--- config.mk ---
export PLATFORM = sky130hd
export DESIGN_NAME = seq_detector_param
export DESIGN_NICKNAME = d
export VERILOG_FILES = /design/src/rtl/seq_detector_pkg.sv /design/src/rtl/seq_det_shreg.sv /design/src/rtl/seq_detector_param.sv
export SDC_FILE = /design/constraint.sdc
export NUM_CORES = 1
export LEC_CHECK = 0
export BUFFER_PORTS_ARGS = -buffer_cell sky130_fd_sc_hd__buf_2
export CAP_MARGIN = 20
export CORE_MARGIN = 3
export CORE_UTILIZATION = 35
export DETAILED_ROUTE_END_ITERATION = 8
export GPL_TIMING_DRIVEN = 0
export SLEW_MARGIN = 15
export SYNTH_ARGS = -nofsm -noshare
export SYNTH_HDL_FRONTEND = slang
export SYNTH_SLANG_ARGS = --single-unit
--- constraint.sdc ---
create_clock -name clk -period 1.5 [get_ports clk]
set_input_delay 0.15 -clock clk [delete_from_list [all_inputs] [get_ports clk]]
set_output_delay 0.15 -clock clk [all_outputs]
set_load 0.1 [all_outputs]
--- src/rtl/seq_detector_pkg.sv ---
// Shared types and constants for the parametrised serial pattern detector.
// Holds the FSM state type, fill-counter width helper and default pattern.
package seq_detector_pkg;

    typedef enum logic {
        FILL  = 1'b0,
        ARMED = 1'b1
    } state_t;

    localparam logic [4:0] SEQ_DEF_PAT = 5'b10101;

    function automatic int fill_w(input int pat_w);
        return $clog2(pat_w + 1);
    endfunction

endpackage

--- src/rtl/seq_det_shreg.sv ---
// Serial history register, newest bit in q[0].
// Shift-enable plus synchronous clear; clear beats shift.
module seq_det_shreg #(
    parameter int PAT_W = 5
) (
    input  logic             clk,
    input  logic             rst,
    input  logic             en,
    input  logic             clr,
    input  logic             d,
    output logic [PAT_W-1:0] q
);

    always_ff @(posedge clk) begin
        if (rst || clr) begin
            q <= '0;
        end else if (en) begin
            q <= {q[PAT_W-2:0], d};
        end
    end

endmodule

--- src/rtl/seq_detector_param.sv ---
// Parametrised serial pattern detector with fill guard and match counter.
// Define SEQ_DETECTOR_MASK_EN to add a per-bit don't-care mask input.
module seq_detector_param
    import seq_detector_pkg::*;
#(
    parameter int               PAT_W   = 5,
    parameter int               CNT_W   = 8,
    parameter logic [PAT_W-1:0] DEF_PAT = PAT_W'(SEQ_DEF_PAT)
) (
    input  logic             clk,
    input  logic             rst,
    input  logic             x_valid,
    input  logic             x,
    input  logic             pat_load,
    input  logic [PAT_W-1:0] pat_in,
    input  logic             overlap,
    input  logic             cnt_clr,
    output logic             z,
    output logic [PAT_W-1:0] seq,
    output logic [CNT_W-1:0] match_cnt,
    output logic             cnt_sat,
    output logic             armed
`ifdef SEQ_DETECTOR_MASK_EN
    ,
    input  logic [PAT_W-1:0] pat_mask_in
`endif
);

    localparam int            FW   = fill_w(PAT_W);
    localparam logic [FW-1:0] FULL = FW'(PAT_W);

    state_t           state;
    state_t           state_nx;
    logic [FW-1:0]    fill;
    logic [FW-1:0]    fill_nx;
    logic [FW-1:0]    fill_inc;
    logic [PAT_W-1:0] pat;
    logic [PAT_W-1:0] seq_nx;
    logic [CNT_W-1:0] cnt_nx;
    logic             acc;
    logic             arm_nx;
    logic             eq;
    logic             hit;
    logic             drop;
    logic             fill_go;

`ifdef SEQ_DETECTOR_MASK_EN
    logic [PAT_W-1:0] mask;

    always_ff @(posedge clk) begin
        if (rst) begin
            mask <= '1;
        end else if (pat_load) begin
            mask <= pat_mask_in;
        end
    end

    assign eq = ((seq_nx ^ pat) & mask) == '0;
`else
    assign eq = (seq_nx == pat);
`endif

    always_ff @(posedge clk) begin
        if (rst) begin
            pat <= DEF_PAT;
        end else if (pat_load) begin
            pat <= pat_in;
        end
    end

    seq_det_shreg #(
        .PAT_W(PAT_W)
    ) u_shreg (
        .clk(clk),
        .rst(rst),
        .en (acc),
        .clr(pat_load | drop),
        .d  (x),
        .q  (seq)
    );

    // Compare is made against the history as it will be after this bit.
    always_comb begin
        acc      = x_valid & ~pat_load;
        seq_nx   = {seq[PAT_W-2:0], x};
        fill_inc = fill + FW'(1);
        arm_nx   = (state == ARMED) || (fill_inc == FULL);
        hit      = acc & arm_nx & eq;
        drop     = hit & ~overlap;
        fill_go  = acc & (state == FILL) & ~drop;
        armed    = (state == ARMED);
    end

    always_comb begin
        state_nx = state;
        fill_nx  = fill;
        unique case (1'b1)
            pat_load: begin
                state_nx = FILL;
                fill_nx  = '0;
            end
            drop: begin
                state_nx = FILL;
                fill_nx  = '0;
            end
            fill_go: begin
                fill_nx = fill_inc;
                if (fill_inc == FULL) begin
                    state_nx = ARMED;
                end
            end
            default: begin
            end
        endcase
    end

    always_ff @(posedge clk) begin
        if (rst) begin
            state <= FILL;
            fill  <= '0;
        end else begin
            state <= state_nx;
            fill  <= fill_nx;
        end
    end

    always_comb begin
        cnt_nx = match_cnt;
        if (cnt_clr) begin
            cnt_nx = '0;
        end else if (hit && (match_cnt != {CNT_W{1'b1}})) begin
            cnt_nx = match_cnt + CNT_W'(1);
        end
    end

    always_ff @(posedge clk) begin
        if (rst) begin
            z         <= 1'b0;
            match_cnt <= '0;
            cnt_sat   <= 1'b0;
        end else begin
            z         <= hit;
            match_cnt <= cnt_nx;
            cnt_sat   <= &cnt_nx;
        end
    end

endmodule

**Word-level counts from Yosys, hierarchy flattened**

Cells that the tools add are included.

- Register bits: 24
- Input bits: 12
- Output and inout bits: 16

- $add $sub $neg: 2
- Equality and inequality tests: 4
- Multiplexer cells: 5
- Bitwise gates (word level): 11
- Reduce and logical (&&, ||, !) cells: 7

Operators with widths:

| cell | number |
|---|---|
| $mux 8 | 2 |
| $add 8x1->8 const B | 1 |
| $ne 8x8->1 const B | 1 |
| $reduce_and 8->1 | 1 |
| $and 1x1->1 | 6 |
| $pmux 3 s2 | 1 |
| $eq 5x5->1 | 1 |
| $not 1->1 | 4 |
| $add 3x1->3 const B | 1 |
| $eq 3x3->1 const B | 1 |
| $logic_or 1x1->1 | 2 |
| $ne 2x1->1 const B | 1 |
| $pmux 1 s2 | 1 |
| $reduce_and 2->1 | 1 |
| $reduce_bool 2->1 | 1 |
| $reduce_or 2->1 | 1 |
| $logic_and 1x1->1 | 1 |
| $mux 1 | 1 |
| $or 1x1->1 | 1 |

**Logic depth before layout (Yosys ltp)**

Gate-level depths: netlist (run 1).

- Word-level depth: 10
- Gate-level depth with buffers: 7
- Depth with buffers taken out: 6

**By module**

A second synthesis (run 1) with hierarchy kept.

- Cell total of the unflattened synthesis: 119
- Area total of the unflattened synthesis: 1,208.7 µm²

By module, submodules not included:

| module | instances | cells an instance | area each (µm²) | sequential area each (µm²) |
|---|---|---|---|---|
| seq_detector_param | 1 | 103 | 1,022.2 | 380.4 |
| seq_det_shreg | 1 | 16 | 186.4 | 100.1 |

**Worst setup path after synthesis (run 1)**

OpenSTA, ideal clock, no wires.

- Path kind: reg2reg
- Start point: register match_cnt[0]
- End point: register match_cnt[0]
- Library setup time: 124 ps
- Arrival time: 2,299 ps
- Setup slack: -924 ps
- Cell stages (with the launch flop): 8
- Cells stage by stage: dfxtp_1 -> ha_1 -> nand3_1 -> or3_1 -> nand4_1 -> buf_6 -> xor2_1 -> nor2_1

- Word-level cells in the longest chain between the ends: 4
- Elaborated cells on any way between the ends: 5
- Classes of those cells: 1 x add/sub; 1 x eq/ne; 2 x mux; 1 x reduce/logical

Ends and longest elaborated chain:

| item | RTL line | source |
|---|---|---|
| start: declaration | seq_detector_param.sv:20 | `output logic [CNT_W-1:0] match_cnt,` |
| start signal: assignment | seq_detector_param.sv:143 | `match_cnt <= cnt_nx;` |
| branches (longest 2 deep; another with $add 8x1->8) | n/a |  |
| $mux 8 * | seq_detector_param.sv:131 | `end else if (hit && (match_cnt != {CNT_W{1'b1}})) begin` |
| $mux 8 * | seq_detector_param.sv:129 | `if (cnt_clr) begin` |

Mark *: on every way between the ends.
A chain may end at the register's enable or synchronous reset.

**Worst setup path in the final report (run 1)**

- Start point: register fill[0]
- End point: register match_cnt[4]

- Word-level cells in the longest chain between the ends: 8

Ends and longest elaborated chain:

| item | RTL line | source |
|---|---|---|
| start: declaration | seq_detector_param.sv:34 | `logic [FW-1:0] fill;` |
| start signal: assignment | seq_detector_param.sv:123 | `fill <= fill_nx;` |
| $add 3x1->3 | seq_detector_param.sv:86 | `fill_inc = fill + FW'(1);` |
| $eq 3x3->1 | seq_detector_param.sv:87 | `arm_nx = (state == ARMED) \|\| (fill_inc == FULL);` |
| $logic_or 1x1->1 | seq_detector_param.sv:87 |  |
| $and 1x1->1 (2 in series) | seq_detector_param.sv:88 | `hit = acc & arm_nx & eq;` |
| $logic_and 1x1->1 | seq_detector_param.sv:131 |  |
| $mux 8 | seq_detector_param.sv:131 |  |
| $mux 8 | seq_detector_param.sv:129 |  |

Every way passes these cells.

==> flow_results.org, run 1 <==
** Global routing
- Global-route wire length before repair :: ~4500 um
- For met2 alone, demand over resource in global routing was 0.2385.
- Number of global-route vias before repair :: about 1000
- Initial antenna violation count :: 0
- The total overflow left after global routing is 0.
- Largest net degree at the start of global routing :: 13
- For this run, global-route usage on met1 was measured as 0.1712.
- For met3 alone, demand over resource in global routing was 0.03030.
- In the global route stage, overall resource usage came out at 0.1380.
- met2 is the most crowded layer.

** Worst setup path
- Largest delay contributor family on the critical path :: simple AND/OR/NAND/NOR gates
- Library cell contributing the largest single delay on the critical path :: sky130_fd_sc_hd__dfxtp_2
- Tracing the worst setup path back leads to its startpoint at fill[0]$_SDFFE_PP0P_.
- For the worst setup path, the data arrival time is 1960 ps.
- Worst setup path category :: flip-flop to flip-flop
- In this run the worst path has a maximum fanout of 8.
- STA classifies the critical path endpoint as a flip-flop.
- In this run the critical register-to-register path is launched from fill[0]$_SDFFE_PP0P_.
- The critical path goes through ha_4 > xor2_1 > a21o_1 > nand4_1 > buf_6 > or3_4 > a21oi_2.
- Counting both buffers and inverters, the worst setup path holds a total of 1.
- The worst setup path is launched from a flip-flop.
- In this design, the stage delay of the slowest critical-path cell is between 300 and 400 ps.
- Crit path required time :: roughly 1700 ps

** Synth
- Ranking of synthesized cells by area :: sky130_fd_sc_hd__dfxtp_1 (42%), sky130_fd_sc_hd__mux2i_1 (6.1%), sky130_fd_sc_hd__nor2_1 (5.9%)
- Post-synth top area cell :: sky130_fd_sc_hd__dfxtp_1
- Yosys mapped a number of flops with a built-in enable equal to 0.
- Synthesis inferred 24 register bits.
- Average cell area after synthesis :: ~9.2 um2
- The area fraction in compound gates after synthesis is 0.1246.
- Flip-flop cell with the highest count after synthesis :: sky130_fd_sc_hd__dfxtp_1
- Summing every instance area after synthesis gives 1145 um2.
- XOR/XNOR share of the synthesized area :: 0.07650
- Of the total synthesized cell area, the portion taken by full adders, half adders and majority gates is 0.03279.
- Number of warnings printed during yosys synthesis :: 0
- Portion of synthesized cell area occupied by the leading cell type :: 0.4197
- Of all flip-flops after synthesis, the portion carrying an async set or reset was 0.
- Of the post-synthesis cell area, the part taken by muxes is 0.06120.
- The share of the Yosys chip area taken by registers is 0.4197.
- After synthesis, the most frequently instantiated cells are sky130_fd_sc_hd__dfxtp_1 (24), sky130_fd_sc_hd__nor2_1 (18), sky130_fd_sc_hd__mux2i_1 (7).
- By area, the combinational part of the netlist is dominated by simple AND/OR/NAND/NOR gates.
- Synthesized net count :: 140
- Simple logic cell fraction of the synthesized area :: 0.2383
- Synthesis instantiated 33 different standard cells from the library.
- Synthesis produced about 130 cells.
- Library cell with the highest instance count after synthesis :: sky130_fd_sc_hd__dfxtp_1

** STA
- On the final layout, the worst clock skew is 2.440 ps.
- At the pin with the least slew margin, the transition time is around 490 ps.
- Total of endpoints with negative setup slack in the final report :: 18
- The final number of max-transition violations was 0.
- RSZ-0062 raised after global routing :: yes
- Hold Slack :: between 40 and 50 ps
- Ratio of final minimum period to clock period :: 1.147
- Final Hold Viols :: 0
- Max-slew headroom at the worst pin :: 0.6757
- Setup total negative slack on the finished layout was measured at -1683 ps.
- Post-route setup slack :: -220.6 ps
- Max Freq :: 0.5812 GHz
- Tmin final :: 1721 ps

** Power
- Internal power comes to approximately 0.8 mW.
- Register share of total power :: 0.622
- PD cells :: about 650 nW/um2
- The share of total power dissipated in the clock network is 0.264.
- The analysis attributes to net switching a power of 0.2515 mW.
- Leakage power :: slightly above 0.6 nW
- Combinational Power Share :: 0.114
- Worst IR drop on VDD :: 0.0003743 V
- Of the total power, the share spent switching nets is 0.2441.

** Place
- At the end of routability-driven placement, the weighted congestion stood at 0.7503.
- Buffers placed on the I/O ports in this run total 24.
- At the placement stage, the worst setup path has a slack of -242.2 ps.
- Summing all placed instances gives a cell area of about 1400 um2.
- Detailed placement finished with a half-perimeter wire length of 1812 um.

** Floorplanning
- Effective utilization at floorplan :: 0.3720
- Placeable core region :: around 3100 um2
- Die area :: between 3000 and 4000 um2
- The floorplan step set the die width to between 60 and 70 um.
- Die Span Y :: approximately 63 um
- Top Ports :: 28
- Row cnt :: 20

** CTS
- Clock tree from TritonCTS :: done
- CTS clock-pin slew for the worst setup and hold paths :: roughly 120 ps
- Clock latency reported for the late side of the worst-skew pair :: ~300 ps
- Maximum count of clock buffers along a single path :: 2
- The number of hold buffers added after CTS was 0.
- Total CTS buffers :: 3
- Clock tree synthesis found a total of 24 sinks.
- Number of H-tree levels :: 1
- CTS placed an instance of sky130_fd_sc_hd__clkbuf_4 at the clock tree root.

** Route
- DRC violation count after routing :: 0
- Number of iterations in the first detailed-routing pass :: 4
- The detail route stage leaves a number of antenna-violating nets equal to 0.
- Routed wirelength normalized by instance count :: ~12 um
- Using the TritonRoute via totals, the vias-per-cell ratio works out to slightly below 5.
- Sum of routed wire length over all layers :: ~2500 um
- The detailed router finished its first iteration with 34 violations.
- The routed layout has about 1000 vias.

** Min path
- In this run the most critical hold path is launched from pat_in[2].
- Worst hold path class :: input port to flip-flop

** Final layout
- Post-layout nets :: ~180
- Of the cells placed in the final design, the portion with a size suffix greater than 1 is 0.4783.
- Area overhead of the layout relative to synthesis :: 39.24%
- Fill cells in the final layout number about 300.
- Design area :: 1594 um2
- The number of antenna diodes in the final layout is 0.

** Status
- Run status :: finished with violations
- Violations in the final reports :: setup timing

** Run
- Max_cap viols :: 0
## registers in the layout, indices dropped and copies added, names as in the netlist
| signal | flops |
|---|---|
| cnt_sat | 1 |
| z | 1 |
| pat | 5 |
| fill | 3 |
| match_cnt | 8 |
| armed | 1 |
| u_shreg.q | 5 |
## cells by family (layout without fill, tap and decap cells)
kind of cell,Yosys count,count (layout)
and+or+nand+nor,49,49
DFF,24,24
AOI/OAI and AO/OA,22,22
xor gates and xnor gates,10,10
buffers and inverters,10,46
muxes,7,7
adders and majority gates,3,3
## through the flow
stage	total power, mW	instances	utilization
finish	1.030	205	0.5179
global route	1.096	205	0.5179
CTS	1.048	203	0.5065
detailed placement	0.7616	193	0.4642
global placement	0.7579	193	0.4642
floorplan	0.7340	125	-
## final cells by class
type,count,area [um2],area share
Buffer,5,35.03,0.02198
Clock buffer,3,22.52,0.01413
Inverter,5,18.77,0.01177
Multi-Input combinational cell,91,729.5,0.4576
Sequential cell,24,529.3,0.3320
Tap cell,44,55.05,0.03454
Timing Repair Buffer,33,203.9,0.1279
## final timing paths
kind                          endpoint  cells after the start  slack, ps
min                pat[2]$_SDFFE_PP1P_                      2         40
max reg2reg    match_cnt[4]$_SDFF_PP0_                      7       -220
max            match_cnt[4]$_SDFF_PP0_                      7       -220
min reg2reg  u_shreg.q[4]$_SDFFE_PP0N_                      2        510
## layer usage
metal / part of all wire / up-vias
met1: 0.45 / 460
li1: - / 512
met4: 0.0085 / 0
met5: 0 / -
met3: 0.042 / 2
met2: 0.50 / 21
## power by group through the flow
stage               Clock (mW)  Combinational (mW)  Sequential [mW]
floorplan                    0              0.0730            0.661
global placement             0               0.103            0.655
detailed placement           0               0.107            0.655
CTS                      0.289               0.118            0.641
global route             0.323               0.129            0.643
finish                   0.272               0.118            0.640
## layout by cell type (no fill, tap or decap), drive strengths merged
cell type and count:
a21o 1, nor2 19, xor2 6, o21ai 7, or2 1, inv 5
clkbuf 4, a211o 3, nor4b 1, nand4b 1, buf 37, o31ai 3
ha 3, nand2 5, or4 2, dfxtp 24, nor2b 5, and4 1
a221oi 1, or3 5, nand4 4, nand3 5, mux2i 7, xnor2 4
a211oi 1, a21oi 6
## timing repair
item | 4_1_cts | 5_1_grt
setup endpoints to repair | 18 | 18
resized for setup | 9 | 4
pin swaps | 7 | 7
setup buffers | 7 | 2
Note: power is estimated with default switching activity, not from simulation.
==> run 2, diff against run 1 <==
- CORE_UTILIZATION: 35 -> 46
- PLACE_DENSITY: default -> 0.73
- TNS_END_PERCENT: default -> 50
==> flow_results.org, run 2 (synthesized netlist as in run 1, its figures left out) <==
** Route
- For this run, design rule violations remaining after detail routing come to 0.
- The first detailed-routing pass ran for 4 iterations.
- Number of vias after detailed routing :: a little under 1000
- Dividing the detail-routed wire length by the instance count gives ~13 um.
- Avg Vias per Cell :: 5.306
- Sum of routed wire length over all layers :: ~2400 um
- In this run the remaining antenna-violating nets after routing total 0.
- Starting DRC count in detailed routing :: 22

** CTS
- Buffers inserted to repair hold after CTS numbered 0.
- The number of clock buffers added by TritonCTS is 3.
- TritonCTS built the clock tree.
- After clock tree synthesis, the clock-pin slew on the worst setup and hold paths is roughly 140 ps.
- No sink is reached through more buffers than the 2 on the longest clock path.
- Number of H-tree levels :: 1
- Cell at the root of the clock tree :: sky130_fd_sc_hd__clkbuf_4
- Number of clock sinks seen by CTS :: 24
- The clock reaches the later pin of the worst-skew pair after around 310 ps.

** Global routing
- The total overflow left after global routing is 0.
- Largest net degree at the start of global routing :: 14
- For this run, the total global-route usage over all layers was measured as 0.1632.
- The via count of the first global-routing pass came to just over 900.
- Initial antenna violation count :: 0
- The first global-routing pass estimated ~4200 um of wire.

** STA
- RSZ-0062 raised after global routing :: yes
- Max-slew headroom at the worst pin :: 0.6751
- Setup total negative slack on the finished layout was measured at -1282 ps.
- Max Freq :: around 0.59 GHz
- Setup violations remaining at the end of the flow were counted as 8.
- Dividing the final minimum period by the clock period gives 1.127.
- Between clock sinks in the finished design, the worst skew comes to ~22 ps.
- The worst path in the final design needs a cycle of 1690 ps, including I/O delays and setup.
- Final Hold Viols :: 0
- Max-slew violation count :: 0
- Across all setup checks in the final design, the least slack found is -190.2 ps.
- Transition time at the pin with the least slew margin :: 490.7 ps

** Worst setup path
- Worst setup path category :: flip-flop to flip-flop
- Maximum fanout along the worst path :: 7
- STA puts the critical path data required time at 1750 ps.
- CP max stage delay :: 370 ps
- The worst register-to-register path has a setup slack of -190 ps.
- Terminus of the critical flop-to-flop path :: match_cnt[4]$_SDFF_PP0_
- Worst setup SP type :: flip-flop
- Traced cell by cell, the critical path runs through ha_4 > xor2_1 > a21o_1 > nand4_1 > buf_6 > or3_4 > a21oi_2.
- The worst setup path is captured at a flip-flop.
- The worst register-to-register path has a depth of 7.
- Library cell contributing the largest single delay on the critical path :: sky130_fd_sc_hd__dfxtp_2
- STA puts the critical path data arrival time at between 1500 and 2000 ps.
- Startpoint of the worst register-to-register path :: fill[1]$_SDFFE_PP0P_

** Final layout
- Of the cells placed in the final design, the portion with a size suffix greater than 1 is 0.4557.
- Measured on the finished design, the core utilization comes to 0.6756.
- Area overhead of the layout relative to synthesis :: 34.32%
- At the end of the flow, the number of nets in the layout was approximately 170.
- Commonest non-fill, non-tap cell in the layout :: sky130_fd_sc_hd__buf_2
- The number of antenna diodes in the final layout is 0.
- Design area :: between 1500 and 2000 um2
- The multi-input combinational cells in the finished layout cover a total of 732.0 um2.
- The register with the most flip-flops in the final layout is match_cnt.
- The largest registers in the layout are match_cnt x8, pat x5, u_shreg.q x5.
- Max reg flops :: 8
- Fill cells in the final layout number roughly 190.
- Highest-count cells in the layout ignoring fill and taps :: sky130_fd_sc_hd__buf_2 (25), sky130_fd_sc_hd__nor2_1 (18), sky130_fd_sc_hd__dfxtp_4 (12)
- Register area :: between 500 and 600 um2

** Floorplanning
- The floorplan step defined a die boundary enclosing about 3100 um2.
- Row generation in the floorplan step produced 17 rows.
- From bottom edge to top edge, the die measures 55.89 um.
- Floorplan die width :: between 50 and 60 um
- Top Ports :: 28
- Placeable core region :: approximately 2300 um2
- For this configuration, the core starts out at a cell density of 0.5030.

** Power
- PD cells :: ~680 nW/um2
- Total power for the finished layout comes to 1.039 mW.
- The worst-case IR drop observed on VDD is around 0.00091 V.
- In this run the static leakage power is a little under 0.6 nW.

** Place
- I/O Buffers :: 24
- After legalization and detailed placement, the total HPWL measured about 1800 um.
- Global placement routability congestion :: 0.7543
- Cell area after placement :: 1409 um2

** Min path
- Worst hold path class :: input port to flip-flop
- The worst hold path passes through 2 cells.
- The startpoint identified for the worst hold timing path is pat_in[2].
- Worst Hold End :: pat[2]$_SDFFE_PP1P_

** Run
- Across the run, the number of max-cap violations was 0.

** Status
- Violations in the final reports :: setup timing
- Run status :: finished with violations
-- run 2: routing by layer --
layer  share of wire  track usage  vias to the layer above
met5               0            0                        -
met4          0.0097      0.04068                        0
met3           0.044      0.03712                        2
met2            0.49       0.2753                       16
met1            0.46       0.2109                      467
li1                -            -                      502
-- run 2: area by class of cell --
class / count / share of cell area
inverter: 5 / 0.01221
clock buffer: 4 / 0.01709
timing repair buffer: 29 / 0.1050
multi-input combinational: 91 / 0.4760
buffer: 5 / 0.02278
tap: 28 / 0.02278
sequential: 24 / 0.3442
-- run 2: worst max-delay path by stage --
stage / start / endpoint / slack (ps) / depth (start not counted)
after global placement: fill[0]$_SDFFE_PP0P_ / match_cnt[4]$_SDFF_PP0_ / -250 / 7
after global routing: fill[1]$_SDFFE_PP0P_ / match_cnt[4]$_SDFF_PP0_ / -310 / 7
after CTS: fill[1]$_SDFFE_PP0P_ / match_cnt[4]$_SDFF_PP0_ / -250 / 7
final: fill[1]$_SDFFE_PP0P_ / match_cnt[4]$_SDFF_PP0_ / -190 / 7
after detailed placement: fill[0]$_SDFFE_PP0P_ / cnt_sat$_SDFF_PP0_ / -290 / 6
after floorplan: match_cnt[0]$_SDFF_PP0_ / match_cnt[0]$_SDFF_PP0_ / -210 / 7
-- run 2: critical path: cells and delay by family, from the launching register on --
family                   cells  cell delay [ps]
AO/OA/AOI/OAI                2              330
XOR/XNOR                     1              140
adder cells (fa/ha/maj)      1              140
buffers and inverters        1              170
flip-flops                   1              370
AND/OR/NAND/NOR              2              490
-- run 2: timing repair --
action	CTS	global route
buffers inserted	4	1
gates resized for setup	8	5
endpoints found under the setup margin	18	18
pin swaps	7	5
-- run 2: report_power, final --
part	switching (mW)	internal [mW]	total (mW)
registers	0.0119	0.629	0.641
logic	0.0614	0.0539	0.115
clock network	0.180	0.103	0.283
-- run 2: stage by stage --
| stage | setup WS (ps) | cells | hold WS, ps |
|---|---|---|---|
| finish | -190.2 | 186 | 57.62 |
| global route | -311.2 | 186 | 33.76 |
| CTS | -246.5 | 185 | 44.61 |
| detailed placement | -292.7 | 177 | 361.4 |
| global placement | -250.1 | 177 | 358.1 |
| floorplan | -211.3 | 125 | 267.9 |
